**src/rtl/riscv_dmem_ctrl_if.sv**
```systemverilog
// rtl/riscv_dmem_ctrl_if.sv - core request and DRAM port bundle for the data-memory controller
interface riscv_dmem_ctrl_if #(
    parameter int ADDR_W = 64
);
    logic              req_rd;
    logic              req_wr;
    logic [ADDR_W-1:0] req_addr;
    logic [63:0]       req_wdata;
    logic [1:0]        req_size;
    logic              req_unsigned;
    logic              stall;
    logic              rsp_valid;
    logic [63:0]       rsp_rdata;
    logic              misaligned;
    logic              bus_err;
    logic              mem_rden;
    logic              mem_wren;
    logic [ADDR_W-1:0] mem_addr;
    logic [63:0]       mem_wdata;
    logic [7:0]        mem_byteen;
    logic [63:0]       mem_rdata;
    logic              mem_ready;

    // controller side
    modport slave (
        input  req_rd, req_wr, req_addr, req_wdata, req_size, req_unsigned,
        input  mem_rdata, mem_ready,
        output stall, rsp_valid, rsp_rdata, misaligned, bus_err,
        output mem_rden, mem_wren, mem_addr, mem_wdata, mem_byteen
    );

    // core plus DRAM model side
    modport master (
        output req_rd, req_wr, req_addr, req_wdata, req_size, req_unsigned,
        output mem_rdata, mem_ready,
        input  stall, rsp_valid, rsp_rdata, misaligned, bus_err,
        input  mem_rden, mem_wren, mem_addr, mem_wdata, mem_byteen
    );
endinterface

```
**src/rtl/riscv_dmem_ctrl.sv**
```systemverilog
// rtl/riscv_dmem_ctrl.sv - MEM-stage load/store controller with lane steering and ready watchdog
module riscv_dmem_ctrl #(
    parameter int ADDR_W  = 64,
    parameter int TIMEOUT = 255
) (
    input  logic                  clk,
    input  logic                  rst_n,
    riscv_dmem_ctrl_if.slave      bus
);
    localparam logic [1:0] S_IDLE   = 2'd0;
    localparam logic [1:0] S_ACCESS = 2'd1;
    localparam logic [1:0] S_DONE   = 2'd2;
    localparam logic [7:0] WD_LAST  = 8'(TIMEOUT - 1);

    logic [1:0]  state;
    logic        op_wr;
    logic [1:0]  size_q;
    logic [2:0]  off_q;
    logic        uns_q;
    logic [7:0]  wd;

    logic        req;
    logic        mis_raw;
    logic        accept;
    logic [2:0]  off;
    logic [7:0]  byteen_c;
    logic [63:0] shifted;
    logic [63:0] load_ext;

    assign req = bus.req_rd | bus.req_wr;
    assign off = bus.req_addr[2:0];

    always_comb begin
        mis_raw = 1'b0;
        case (bus.req_size)
            2'b01:   mis_raw = off[0];
            2'b10:   mis_raw = |off[1:0];
            2'b11:   mis_raw = |off;
            default: mis_raw = 1'b0;
        endcase
    end

    assign accept         = (state == S_IDLE) && req && !mis_raw;
    assign bus.misaligned = rst_n && (state == S_IDLE) && req && mis_raw;
    assign bus.stall      = rst_n && (accept || (state == S_ACCESS));

    always_comb begin
        byteen_c = 8'h00;
        if (bus.req_wr) begin
            case (bus.req_size)
                2'b00:   byteen_c = 8'h01 << off;
                2'b01:   byteen_c = 8'h03 << off;
                2'b10:   byteen_c = 8'h0F << off;
                default: byteen_c = 8'hFF;
            endcase
        end
    end

    // Load lane extraction uses the offset/size latched at accept, not the live request.
    assign shifted = bus.mem_rdata >> {off_q, 3'b000};

    always_comb begin
        load_ext = shifted;
        case (size_q)
            2'b00:   load_ext = {{56{~uns_q & shifted[7]}},  shifted[7:0]};
            2'b01:   load_ext = {{48{~uns_q & shifted[15]}}, shifted[15:0]};
            2'b10:   load_ext = {{32{~uns_q & shifted[31]}}, shifted[31:0]};
            default: load_ext = shifted;
        endcase
    end

    always_ff @(posedge clk or negedge rst_n) begin
        if (!rst_n) begin
            state          <= S_IDLE;
            op_wr          <= 1'b0;
            size_q         <= 2'b00;
            off_q          <= 3'b000;
            uns_q          <= 1'b0;
            wd             <= 8'd0;
            bus.mem_rden   <= 1'b0;
            bus.mem_wren   <= 1'b0;
            bus.mem_addr   <= '0;
            bus.mem_wdata  <= 64'd0;
            bus.mem_byteen <= 8'h00;
            bus.rsp_valid  <= 1'b0;
            bus.rsp_rdata  <= 64'd0;
            bus.bus_err    <= 1'b0;
        end else begin
            bus.rsp_valid <= 1'b0;
            bus.bus_err   <= 1'b0;
            case (state)
                S_IDLE: begin
                    if (accept) begin
                        bus.mem_addr   <= {bus.req_addr[ADDR_W-1:3], 3'b000};
                        bus.mem_wdata  <= bus.req_wdata << {off, 3'b000};
                        bus.mem_byteen <= byteen_c;
                        bus.mem_wren   <= bus.req_wr;
                        bus.mem_rden   <= ~bus.req_wr;
                        op_wr          <= bus.req_wr;
                        size_q         <= bus.req_size;
                        off_q          <= off;
                        uns_q          <= bus.req_unsigned;
                        wd             <= 8'd0;
                        state          <= S_ACCESS;
                    end
                end
                S_ACCESS: begin
                    wd <= wd + 8'd1;
                    if (bus.mem_ready) begin
                        bus.mem_rden  <= 1'b0;
                        bus.mem_wren  <= 1'b0;
                        bus.rsp_valid <= 1'b1;
                        if (!op_wr) begin
                            bus.rsp_rdata <= load_ext;
                        end
                        state <= S_DONE;
                    end else if (wd == WD_LAST) begin
                        bus.mem_rden <= 1'b0;
                        bus.mem_wren <= 1'b0;
                        bus.bus_err  <= 1'b1;
                        state        <= S_DONE;
                    end
                end
                // DONE forces one enable-low cycle so the DRAM counter can rearm.
                S_DONE:  state <= S_IDLE;
                default: state <= S_IDLE;
            endcase
        end
    end
endmodule

```
**src/flat_wrapper.sv**
```systemverilog
// flat-port wrapper written by rule: the top's interface ports become plain ports
module riscv_dmem_ctrl_flat 
#(
    parameter int ADDR_W  = 64,
    parameter int TIMEOUT = 255
)
  (clk, rst_n, bus_req_rd, bus_req_wr, bus_req_addr, bus_req_wdata, bus_req_size, bus_req_unsigned, bus_mem_rdata, bus_mem_ready, bus_stall, bus_rsp_valid, bus_rsp_rdata, bus_misaligned, bus_bus_err, bus_mem_rden, bus_mem_wren, bus_mem_addr, bus_mem_wdata, bus_mem_byteen);
  riscv_dmem_ctrl_if #(.ADDR_W(ADDR_W)) bus_i ();
  input  logic clk;
  input  logic rst_n;
  input wire logic [$bits(bus_i.req_rd)-1:0] bus_req_rd;
  input wire logic [$bits(bus_i.req_wr)-1:0] bus_req_wr;
  input wire logic [$bits(bus_i.req_addr)-1:0] bus_req_addr;
  input wire logic [$bits(bus_i.req_wdata)-1:0] bus_req_wdata;
  input wire logic [$bits(bus_i.req_size)-1:0] bus_req_size;
  input wire logic [$bits(bus_i.req_unsigned)-1:0] bus_req_unsigned;
  input wire logic [$bits(bus_i.mem_rdata)-1:0] bus_mem_rdata;
  input wire logic [$bits(bus_i.mem_ready)-1:0] bus_mem_ready;
  output wire logic [$bits(bus_i.stall)-1:0] bus_stall;
  output wire logic [$bits(bus_i.rsp_valid)-1:0] bus_rsp_valid;
  output wire logic [$bits(bus_i.rsp_rdata)-1:0] bus_rsp_rdata;
  output wire logic [$bits(bus_i.misaligned)-1:0] bus_misaligned;
  output wire logic [$bits(bus_i.bus_err)-1:0] bus_bus_err;
  output wire logic [$bits(bus_i.mem_rden)-1:0] bus_mem_rden;
  output wire logic [$bits(bus_i.mem_wren)-1:0] bus_mem_wren;
  output wire logic [$bits(bus_i.mem_addr)-1:0] bus_mem_addr;
  output wire logic [$bits(bus_i.mem_wdata)-1:0] bus_mem_wdata;
  output wire logic [$bits(bus_i.mem_byteen)-1:0] bus_mem_byteen;
  assign bus_i.req_rd = bus_req_rd;
  assign bus_i.req_wr = bus_req_wr;
  assign bus_i.req_addr = bus_req_addr;
  assign bus_i.req_wdata = bus_req_wdata;
  assign bus_i.req_size = bus_req_size;
  assign bus_i.req_unsigned = bus_req_unsigned;
  assign bus_i.mem_rdata = bus_mem_rdata;
  assign bus_i.mem_ready = bus_mem_ready;
  assign bus_stall = bus_i.stall;
  assign bus_rsp_valid = bus_i.rsp_valid;
  assign bus_rsp_rdata = bus_i.rsp_rdata;
  assign bus_misaligned = bus_i.misaligned;
  assign bus_bus_err = bus_i.bus_err;
  assign bus_mem_rden = bus_i.mem_rden;
  assign bus_mem_wren = bus_i.mem_wren;
  assign bus_mem_addr = bus_i.mem_addr;
  assign bus_mem_wdata = bus_i.mem_wdata;
  assign bus_mem_byteen = bus_i.mem_byteen;
  riscv_dmem_ctrl #(.ADDR_W(ADDR_W), .TIMEOUT(TIMEOUT)) u_core (.clk(clk), .rst_n(rst_n), .bus(bus_i));
endmodule
```
**config.mk**
```make
export PLATFORM = sky130hd
export DESIGN_NAME = riscv_dmem_ctrl_flat
export DESIGN_NICKNAME = d
export VERILOG_FILES = /design/src/rtl/riscv_dmem_ctrl_if.sv /design/src/rtl/riscv_dmem_ctrl.sv /design/src/flat_wrapper.sv
export SDC_FILE = /design/constraint.sdc
export NUM_CORES = 1
export LEC_CHECK = 0
export ABC_AREA = 1
export CAP_MARGIN = 20
export CORE_ASPECT_RATIO = 1.25
export CORE_UTILIZATION = 45
export DETAILED_ROUTE_END_ITERATION = 8
export PLACE_DENSITY_LB_ADDON = 0.2
export SETUP_SLACK_MARGIN = 0.15
export SYNTH_ARGS = -nofsm -noshare
export SYNTH_HDL_FRONTEND = slang
export SYNTH_SLANG_ARGS = --single-unit
```
**constraint.sdc**
```tcl
create_clock -name clk -period 2.1 [get_ports clk]
set_input_delay 0.42 -clock clk [delete_from_list [all_inputs] [get_ports clk]]
set_output_delay 0.42 -clock clk [all_outputs]
set_load 0.005 [all_outputs]
```
==> run_results.csv <==
group,metric,value,unit
flow_run,maxCapViolCount,0,
cts,clock_path_buffers,3,
cts,htree_levels,1,
global_route,antenna_found_initial,5,
global_route,first_global_vias,12200,
synth,ys_seq_area_share,45.4,%
floorplan,rows,66,
sta,setup_violations,0,
cts,cts_tree,"built",
global_route,grt_overflow_total,0,
worst_hold_path,hold_path.class,"in2reg",
global_route,grt_max_degree,130,
cts,cts_sinks,218,
cts,path_clk_slew,0.06,ns
placement,gp_congestion,0.967,
final_layout,final_common_cell,"nand2_1",
sta,final-hold-violation-count,0,
floorplan,core,0.0261,mm^2
placement,post-dp-hpwl,30.4,mm
detailed_routing,ant_nets,0,
cts,numCtsBuffers,24,
global_route,grt_use_total,30.1,%
detailed_routing,drc,0,
synth,synth_area_leaders,"dfrtp_1, nand2_1, o21ai_0",
sta,fmax,505,MHz
power_and_ir_drop,p_leak,0.00826,uW
detailed_routing,firstDrtPassIters,5,
synth,synth_top_area_share,45.4,%
detailed_routing,viasPerCell,5.28,
detailed_routing,dr_total_vias,12900,
sta,rsz0062_at_grt,"yes",
setup_path,start_kind,"input port",
synth,synth.avg_cell_area,7.18,um^2
setup_path,crit_type,"in2out",
sta,slew-limit-headroom,59.8,%
floorplan,dieArea,0.0273,mm^2
final_layout,drive_gt1_share,8.94,%
synth,syn-cell-area,0.0120,mm^2
floorplan,ios,406,
setup_path,endpoint_kind,"primary output",
sta,drv_slew,0,
sta,post-route-min-period,1.98,ns
final_layout,final_cell_mix,"nand2_1, clkdlybuf4s50_1, dfrtp_1",
sta,tightest_slew,0.603,ns
final_layout,area_growth,47.1,%
final_layout,layoutNonFillerInstCount,2437,
sta,finClkSkew,0.0218,ns
cts,cts-root-buf,"clkbuf_16",
synth,netlist_instances,1673,
setup_path,worst_ep_arrival_time,1.56,ns
synth,ys_warn_count,0,
synth,ys_types,38,
floorplan,start_util,46.0,%
floorplan,die_width,148,um
detailed_routing,drtIter0Drc,1086,
sta,post-route-period-util,94.3,%
floorplan,die_y,185,um
cts,clk-insertion-delay-late,0.52,ns
detailed_routing,routed_wl,42.1,mm
setup_path,critPathRequiredTime,1.68,ns
setup_path,crit_fanout,3,
sta,fin_tns_setup,0,ns
status,status,"complete, no violations",
global_route,grt_pass1_wl,64.8,mm
power_and_ir_drop,ir_drop,971,uV
synth,synth_seq_cells,218,
power_and_ir_drop,powerDensity,1370,mW/mm^2
placement,dp_cells,2381,
synth,synth_area_leader_cell,"dfrtp_1",
final_layout,nNetsFinal,2281,
detailed_routing,wire_per_inst,17.3,um
placement,portBuffers,402,
[synth_stat cells, drive strengths merged]
cell type and count:
inv 57, a221oi 1, a21oi 53, o22ai 7
nor3 3, conb 1, xor2 1, o31ai 25
nor2 173, nand3b 1, a41oi 1, nand2 690
o21ai 177, a21boi 2, nand3 95, or2 11
a31oi 4, a22oi 12, buf 90, clkbuf 26
ha 6, dfrtp 218, nand4 9, o211ai 7
o21a 3
[final cells by class]
cell class / count / area [um^2]
Tap cell: 340 / 425
Fill cell: 2269 / 8430
Sequential cell: 218 / 5460
Clock inverter: 5 / 87.6
Clock buffer: 38 / 714
Timing Repair Buffer: 490 / 4960
Inverter: 57 / 223
Antenna cell: 5 / 12.5
Multi-Input combinational cell: 1284 / 5790
[worst max-delay path, stage by stage]
cell and delay [ns]:
clkdlybuf4s50_1 0.45, nor2_1 0.05, nor3_2 0.18, buf_4 0.15, nand2_4 0.05, a21boi_2 0.10, buf_2 0.15
[where the power goes]
group | switching [uW] | internal [uW]
sequential | 1240 | 6110
combinational | 6280 | 6230
clock | 1730 | 2580
total | 9260 | 14900
[final timing paths]
path,startpoint,end,slack (ns),cells past startpoint
max in group asynchronous,rst_n,u_core.bus.mem_byteen[1],1.05,3
hold / removal,bus_req_wr,u_core.bus.mem_rden,0.25,3
setup reg to reg,u_core.off_q[1],u_core.bus.rsp_rdata[46],0.24,8
min in group asynchronous,rst_n,u_core.off_q[1],0.53,3
hold reg to reg,u_core.bus.mem_addr[34],u_core.bus.mem_addr[34],0.48,2
setup / recovery,bus_req_rd,bus_stall,0.12,7
[sequential cells by signal (all words and copies together) (netlist names)]
name                   flops
u_core.bus.mem_addr       61
u_core.off_q               3
u_core.wd                  8
u_core.uns_q               1
u_core.size_q              2
u_core.bus.rsp_valid       1
u_core.state               2
u_core.bus.bus_err         1
u_core.bus.mem_byteen      8
u_core.bus.mem_wdata      64
u_core.bus.mem_rden        1
u_core.bus.rsp_rdata      64
u_core.op_wr               1
u_core.bus.mem_wren        1
[metal layers]
metal	wire (um)	vias to the layer above	track usage [%]
met5	11	-	0
li1	-	6187	-
met3	3690	105	5.92
met4	1610	2	12.3
met2	20900	660	52.0
met1	16000	5915	36.4
[what timing repair did]
item | in CTS | in global routing
gates cloned | 0 | 3
pin swaps | 5 | 1
setup buffers | 2 | 2
resized for setup | 19 | 12
hold endpoints to repair | 19 | 0
endpoints found under the setup margin | 32 | 43
hold buffers | 1 | 0
[per-stage QoR]
stage          hold slack [ns]  worst slack (ns)  util [%]  instance area (um^2)  total power [uW]
2_1_floorplan            0.124             0.158         -                 12000             13000
3_3_place_gp             0.461            -0.538      64.0                 16700             19200
3_5_place_dp             0.464            -0.583      64.0                 16700             19400
4_1_cts                  0.390             0.126      67.2                 17500             23900
5_1_grt                  0.248            0.0621      67.7                 17700             25800
6_report                 0.247             0.119      67.7                 17700             24200
[kinds of logic after synthesis]
| group | synth area share [%] |
|---|---|
| simple gates | 32.5 |
| fa+ha+maj | 0.625 |
| other cells | 0.0312 |
| xor+xnor | 0.0730 |
| compound gates | 14.4 |
| flops | 45.4 |
| buf+inv | 6.91 |
No activity file was read; power rests on OpenSTA's default activity.
